$ cat src/rtl/weight_bank_ctrl.sv
// Prefetching weight-bank controller: holds the active kernel set and keeps up to DEPTH future sets queued.
// Optional stall statistics are built when WEIGHT_BANK_STATS_EN is defined.
module weight_bank_ctrl #(
    parameter  int unsigned WEIGHT_WIDTH = 8,
    parameter  int unsigned KERNEL_SIZE  = 9,
    parameter  int unsigned NUM_KERNELS  = 4,
    parameter  int unsigned DEPTH        = 2,
    localparam int unsigned SET_W        = NUM_KERNELS * KERNEL_SIZE * WEIGHT_WIDTH,
    localparam int unsigned LW           = $clog2(DEPTH + 1)
) (
    input  logic             clk,
    input  logic             rst_n,
    input  logic             init,
    input  logic             flush,
    input  logic             load_done,
    input  logic [SET_W-1:0] weights_in,
    input  logic             channel_end,
    input  logic             core_free,
    output logic [SET_W-1:0] weights_out,
    output logic             buffer_ready,
    output logic             load_start,
    output logic [LW-1:0]    fill_level,
    output logic [1:0]       state,
    output logic             overflow_err,
    output logic [15:0]      stall_cycles
);

    localparam int unsigned PW = (DEPTH > 1) ? $clog2(DEPTH) : 1;

    typedef enum logic [1:0] {
        IDLE   = 2'd0,
        FILL   = 2'd1,
        RUN    = 2'd2,
        STARVE = 2'd3
    } state_t;

    state_t            state_q, state_d;
    logic              pend, drop;
    logic [SET_W-1:0]  mem [DEPTH];
    logic [PW-1:0]     rd_ptr, wr_ptr;

    logic swap, ld_accept, ld_drop, ld_err;
    logic load_active, bypass, pop, push, starve_enter, req;

    function automatic logic [PW-1:0] ptr_inc(input logic [PW-1:0] p);
        return (p == PW'(DEPTH - 1)) ? '0 : p + 1'b1;
    endfunction

    assign state = state_q;

    // State register
    always_ff @(posedge clk or negedge rst_n) begin
        if (!rst_n) state_q <= IDLE;
        else        state_q <= state_d;
    end

    // Next-state logic
    always_comb begin
        state_d = state_q;
        if (flush) begin
            state_d = IDLE;
        end else begin
            case (state_q)
                IDLE:    if (init)         state_d = FILL;
                FILL:    if (ld_accept)    state_d = RUN;
                RUN:     if (starve_enter) state_d = STARVE;
                STARVE:  if (ld_accept)    state_d = RUN;
                default:                   state_d = IDLE;
            endcase
        end
    end

    // Control decode; pend and drop are mutually exclusive because requests wait for drop to clear
    always_comb begin
        swap         = channel_end & core_free;
        ld_accept    = load_done & pend;
        ld_drop      = load_done & drop;
        ld_err       = load_done & ~pend & ~drop;
        load_active  = 1'b0;
        bypass       = 1'b0;
        pop          = 1'b0;
        push         = 1'b0;
        starve_enter = 1'b0;
        req          = 1'b0;
        if (!flush) begin
            load_active  = (state_q == FILL || state_q == STARVE) && ld_accept;
            bypass       = (state_q == RUN) && swap && (fill_level == '0) && ld_accept;
            pop          = (state_q == RUN) && swap && (fill_level != '0);
            starve_enter = (state_q == RUN) && swap && (fill_level == '0) && !ld_accept;
            push         = (state_q == RUN) && ld_accept && !bypass &&
                           ((fill_level < LW'(DEPTH)) || pop);
            req          = ((state_q == IDLE) ? init : 1'b1) && !pend && !drop &&
                           !load_start && (fill_level < LW'(DEPTH));
        end
    end

    always_ff @(posedge clk or negedge rst_n) begin
        if (!rst_n) begin
            weights_out  <= '0;
            buffer_ready <= 1'b0;
            load_start   <= 1'b0;
            fill_level   <= '0;
            overflow_err <= 1'b0;
            pend         <= 1'b0;
            drop         <= 1'b0;
            rd_ptr       <= '0;
            wr_ptr       <= '0;
        end else begin
            load_start <= req;
            if (ld_err) overflow_err <= 1'b1;
            if (flush) begin
                buffer_ready <= 1'b0;
                fill_level   <= '0;
                rd_ptr       <= '0;
                wr_ptr       <= '0;
                pend         <= 1'b0;
                drop         <= (drop | pend) & ~load_done;
            end else begin
                if (req)            pend <= 1'b1;
                else if (ld_accept) pend <= 1'b0;
                if (ld_drop) drop <= 1'b0;

                if (load_active || bypass) weights_out <= weights_in;
                else if (pop)              weights_out <= mem[rd_ptr];

                if (load_active)       buffer_ready <= 1'b1;
                else if (starve_enter) buffer_ready <= 1'b0;

                if (push) wr_ptr <= ptr_inc(wr_ptr);
                if (pop)  rd_ptr <= ptr_inc(rd_ptr);

                case ({push, pop})
                    2'b10:   fill_level <= fill_level + LW'(1);
                    2'b01:   fill_level <= fill_level - LW'(1);
                    default: fill_level <= fill_level;
                endcase
            end
        end
    end

    always_ff @(posedge clk) begin
        if (push) mem[wr_ptr] <= weights_in;
    end

`ifdef WEIGHT_BANK_STATS_EN
    always_ff @(posedge clk or negedge rst_n) begin
        if (!rst_n)
            stall_cycles <= '0;
        else if (state_q == IDLE && init && !flush)
            stall_cycles <= '0;
        else if (state_q == STARVE && stall_cycles != 16'hFFFF)
            stall_cycles <= stall_cycles + 16'd1;
    end
`else
    assign stall_cycles = '0;
`endif

endmodule
$ cat config.mk
export PLATFORM = sky130hd
export DESIGN_NAME = weight_bank_ctrl
export DESIGN_NICKNAME = d
export VERILOG_FILES = /design/src/rtl/weight_bank_ctrl.sv
export SDC_FILE = /design/constraint.sdc
export NUM_CORES = 1
export LEC_CHECK = 0
export CELL_PAD_IN_SITES_DETAIL_PLACEMENT = 1
export CELL_PAD_IN_SITES_GLOBAL_PLACEMENT = 1
export CORE_MARGIN = 1.5
export CORE_UTILIZATION = 47
export DETAILED_ROUTE_END_ITERATION = 16
export PLACE_DENSITY_LB_ADDON = 0.1
export SLEW_MARGIN = 20
export SYNTH_ARGS = -nofsm -noshare
export SYNTH_HDL_FRONTEND = slang
export SYNTH_SLANG_ARGS = --single-unit
$ cat constraint.sdc
create_clock -name clk -period 49.3 [get_ports clk]
set_clock_uncertainty 0.15 [all_clocks]
set_input_delay 9.86 -clock clk [delete_from_list [all_inputs] [get_ports clk]]
set_output_delay 9.86 -clock clk [all_outputs]
set_load 0.02 [all_outputs]
Word level (Yosys, flattened, before mapping)
Memories as Yosys holds them, arrays and structs flattened.
Index checks and enable logic that the tools add are counted.

cells by class
  add/subtract/negate cells = 4
  multipliers = 0
  divide/modulo/power cells = 0
  order comparisons = 1
  eq/ne operators = 8
  shift-type cells = 0
  mux-type cells = 32
  bitwise operators = 11
  reductions and logical operators = 34

operators by type and width
  kind                                                                 number
  288-bit two-way mux                                                  2
  1-bit two-way mux                                                    23
  1-bit logical AND                                                    13
  2-bit two-way mux                                                    5
  2-bit nonzero test                                                   5
  3-bit nonzero test                                                   3
  1-bit AND                                                            6
  2-bit == test (second input constant)                                3
  3-bit != test (second input constant)                                2
  2-bit one-hot mux with 3 select lines                                1
  1-bit logical NOT                                                    5
  2-bit by 1-bit == test with 1-bit output (second input constant)     2
  2-bit logical NOT                                                    2
  1-bit inverter                                                       4
  2-bit one-hot mux with 2 select lines                                1
  1-bit logical OR                                                     3
  3-bit by 1-bit != test with 1-bit output (second input constant)     1
  3-bit AND reduction                                                  1
  1-bit adder (second input constant)                                  2
  2-bit by 1-bit adder with 2-bit output (second input constant)       1
  2-bit < comparator (second input constant)                           1
  2-bit AND reduction                                                  1
  2-bit OR reduction                                                   1
  2-bit by 1-bit subtractor with 2-bit output (second input constant)  1
  1-bit bitwise OR                                                     1

storage, ports and cells
  bits in registers = 299
  bits in latches = 0
  RAM bits = 576
  ROM bits = 0
  bits of input ports = 295
  output and inout bits = 311
  logic and storage cells = 101
  memories kept = 1

memory list
  memory  words  width  read ports  clocked after memory_dff  wr ports  RTL line  text
  mem     2      288    1           0                         1         39        logic [SET_W-1:0] mem [DEPTH];

Depth between registers and ports, before layout
  depth after elaboration = 11
  depth in mapped cells = 7
  mapped depth without buffers = 4

Least setup slack after synthesis
OpenSTA, ideal clock, no wires.

  kind = input to register
  from = input port load_done
  to = memory mem[1][0] (netlist name), enable pin
  setup time = 1349 ps
  arrival = 31222 ps
  required time = 47801 ps
  slack = 16578 ps
  stages = 3
  path buffers = 0
  cell sequence = nand2_1 a2111o_1 nor3b_1

between the ends
  cells in the longest elaborated chain, start to end = 8
  elaborated cells between the ends (all ways) = 9
  classes of those cells = 3 x mux; 1 x bitwise; 5 x reduce/logical

RTL lines
  item                                       RTL line  text
  start: declaration                         15        input logic load_done,
  1-bit AND *                                76        ld_accept = load_done & pend;
  1-bit logical AND                          87        bypass = (state_q == RUN) && swap && (fill_level == '0) && ld_accept;
  1-bit logical NOT                          90        push = (state_q == RUN) && ld_accept && !bypass &&
  1-bit logical AND * (2 in a row)           90
  1-bit two-way mux *                        85        if (!flush) begin
  1-bit two-way mux *                        142       if (push) mem[wr_ptr] <= weights_in;
  1-bit two-way mux (not written as such) *  142
  end: declaration                           39

Every way passes the cells marked *; elsewhere a longest branch is shown, timed or not.

Final worst setup path
  from = input port core_free
  to = register weights_out[40]

between the ends
  cells in the longest elaborated chain, start to end = 8
  elaborated cells between the ends (all ways) = 11
  classes of those cells = 3 x mux; 1 x bitwise; 7 x reduce/logical

RTL lines
  item                            RTL line  text
  start: declaration              18        input logic core_free,
  1-bit AND *                     75        swap = channel_end & core_free;
  1-bit logical AND *             87, 88
  1-bit logical AND (2 in a row)  87
  1-bit two-way mux               85
  1-bit logical OR                123       if (load_active || bypass) weights_out <= weights_in;
  2-bit nonzero test (no line)    -
  2-bit AND reduction (no line)   -
  end signal: assignment          123
  end signal: assignment          124       else if (pop) weights_out <= mem[rd_ptr];
  end: declaration                19        output logic [SET_W-1:0] weights_out,

Marked as above.
A chain may end at the register's enable or synchronous reset.

==> run metrics <==
post-CTS setup buffer count 0; die area 71,000 um2; critical path class input port to register; CTS max path bufs 3; Synth top area share 0.530; grt ovf 0; fin. max-slew vios 0; buffers added on ports 589; Mapped Area 32,600 um2; Layout area overhead 29.8%; Core Area 68,700 um2; top_reg_cell synth edfxtp_1; Total Wirelength 92,800 um; initial antenna violation count 36; worst setup margin 35,110 ps; CTS root buffer clkbuf_16; starting density of the core 0.475; final core utilization 0.616; first-pass GRT wire length 137,000 um; Post-synth top cells edfxtp_1, dfrtp_1, nor2_1, a221o_1, mux2i_1; FF-to-FF setup slack 44,360 ps; Leakage 15.0 nW; Async SR Flop Fraction 0.342; Final setup viols 0; CP Max Fanout 78; First-pass DRT Iterations 4; Synth area leader edfxtp_1; peak supply drop 0.0325 mV; io pins 606; Yosys cell types 32; total track usage 0.257; Fill cells 6,216; routed len/inst 26.2 um; status finished clean; cell count after synthesis 1,938; most frequent cell after synthesis edfxtp_1; f_max 0.0705 GHz; Post-CTS Hold Fix Bufs 0; CP peak stage delay 870 ps; critical path, cell by cell clkdlybuf4s50_1, nor4bb_1, a21oi_1, nor3_4, buf_4, buf_4, buf_4, a221o_1; Num CTS Buffers 92; #FFs+latches synth 875; CTS tree built; CTS clk-pin slew, worst paths 60 ps; crit path DAT 14,600 ps; # rows 96; slew margin rel. 0.260; CP most frequent cell buf_4; vias per inst 5.70; GP Congestion 0.833; Total Power 0.00206 W; Synth Warn # 0; Post-synth EDFFs 576; Critical Path RT 49,700 ps; mean post-synth cell area 16.8 um2; Setup TNS 0 ps; # clock sinks 875; H-Tree Depth 3; footprint of the multi-input gates 7250 um2; Final nets 2,811; Post-CTS Resized 0; vias in the first global route 21,500; Antenna Nets Post-Route 0; min Tclk post-route 14,190 ps; worst slew pin tran 1110 ps; Sequential Area 24,800 um2; CP Capture Type register; initial DRC count 1,389; share of layout cells above drive strength 1 0.0656; post-synthesis sequential area ratio 0.760; DIE HEIGHT 266 um; via count 20,200; unrepaired setup endpoints after global routing no; final worst path period share 0.288; Slowest cell on crit path buf_4; Die Wd 266 um; pin count of the biggest net entering global routing 192; DP HPWL 55,600 um; largest cells by area after synthesis edfxtp_1, dfrtp_1, a221o_1; hold crit path type register to register; CP Launch Type input port; maxcap violations 0; Residual DRC 0; worst slack at placement 34,500 ps; endpoints failing hold 0; Worst-Skew Late Latency 630 ps; P per Cell Area 48.6 nW/um2
-- layout make-up --
class	instances	area share
Clock inverter	31	0.00558
Sequential cell	875	0.585
Tap cell	931	0.0275
Antenna cell	18	0.00106
Multi-Input combinational cell	934	0.171
Timing Repair Buffer	613	0.145
Clock buffer	138	0.0644
-- report_power, final --
group	total [W]	switching (W)	internal, W
clock network	0.000674	0.000277	0.000397
registers	0.000933	0.0000621	0.000871
logic	0.000450	0.000220	0.000230
total	0.00206	0.000559	0.00150
-- worst paths after layout --
kind / end / startpoint / cells after the start
max in group asynchronous: rd_ptr$_DFFE_PN0P_ / rst_n / 2
hold / removal: overflow_err$_DFFE_PN0P_ / overflow_err$_DFFE_PN0P_ / 1
setup reg to reg: weights_out[40]$_DFFE_PN0P_ / fill_level[1]$_DFFE_PN0P_ / 7
hold reg to reg: overflow_err$_DFFE_PN0P_ / overflow_err$_DFFE_PN0P_ / 1
min in group asynchronous: weights_out[272]$_DFFE_PN0P_ / rst_n / 1
setup / recovery: weights_out[40]$_DFFE_PN0P_ / core_free / 8
-- routing by layer --
layer	global-route usage	up-vias	wire length, um
met4	0.104	36	3300
met3	0.0809	176	7120
met2	0.409	635	45300
li1	-	8764	-
met5	0	-	232
met1	0.326	10600	36800
-- layout by cell type (no fill, tap or decap), drive strengths merged --
cell type,count
clkdlybuf4s50,588
edfxtp,576
dfrtp,299
nor2,297
mux2i,288
a221o,288
clkbuf,138
buf,25
clkinv,22
diode,18
conb,16
a21oi,8
nand2,7
o21ai,5
clkinvlp,4
nor3,4
bufinv,3
nor3b,3
nand2b,2
or3,2
inv,2
nor4bb,1
a2111o,1
and3,1
nand4b,1
o21bai,1
and2,1
nor2b,1
o2bb2ai,1
nand3,1
a31oi,1
and4b,1
a21o,1
or2,1
xor2,1
-- flip-flops by register name, indices dropped and copies added (netlist names) --
| name | cells |
|---|---|
| overflow_err | 1 |
| drop | 1 |
| load_start | 1 |
| pend | 1 |
| rd_ptr | 1 |
| fill_level | 2 |
| wr_ptr | 1 |
| weights_out | 288 |
| state | 2 |
| buffer_ready | 1 |
| mem | 576 |
-- stage by stage --
stage / hold slack (ps) / cell area [um2] / std cells
2_1_floorplan: 313 / 32700 / 1953
5_1_grt: 335 / 42300 / 3536
6_report: 309 / 42400 / 3540
4_1_cts: 314 / 42300 / 3522
3_5_place_dp: 297 / 39300 / 3353
3_3_place_gp: 326 / 39300 / 3352
-- logic make-up (layout without fill, tap and decap cells) --
group | after synthesis | in the layout | synth area share
and+or+nand+nor | 323 | 323 | 0.0392
buffers and inverters | 144 | 782 | 0.0209
muxes | 288 | 288 | 0.0884
DFF | 875 | 875 | 0.760
xor gates and xnor gates | 1 | 1 | 0.000269
other | 1 | 34 | 0.000115
AOI/OAI and AO/OA | 306 | 306 | 0.0916
-- critical path, delay by kind of cell --
kind / cells / cell delay, ps
AND/OR/NAND/NOR: 2 / 1150
AO/OA/AOI/OAI: 2 / 490
buffers and inverters: 4 / 2920
No activity file was read; power rests on OpenSTA's default activity.
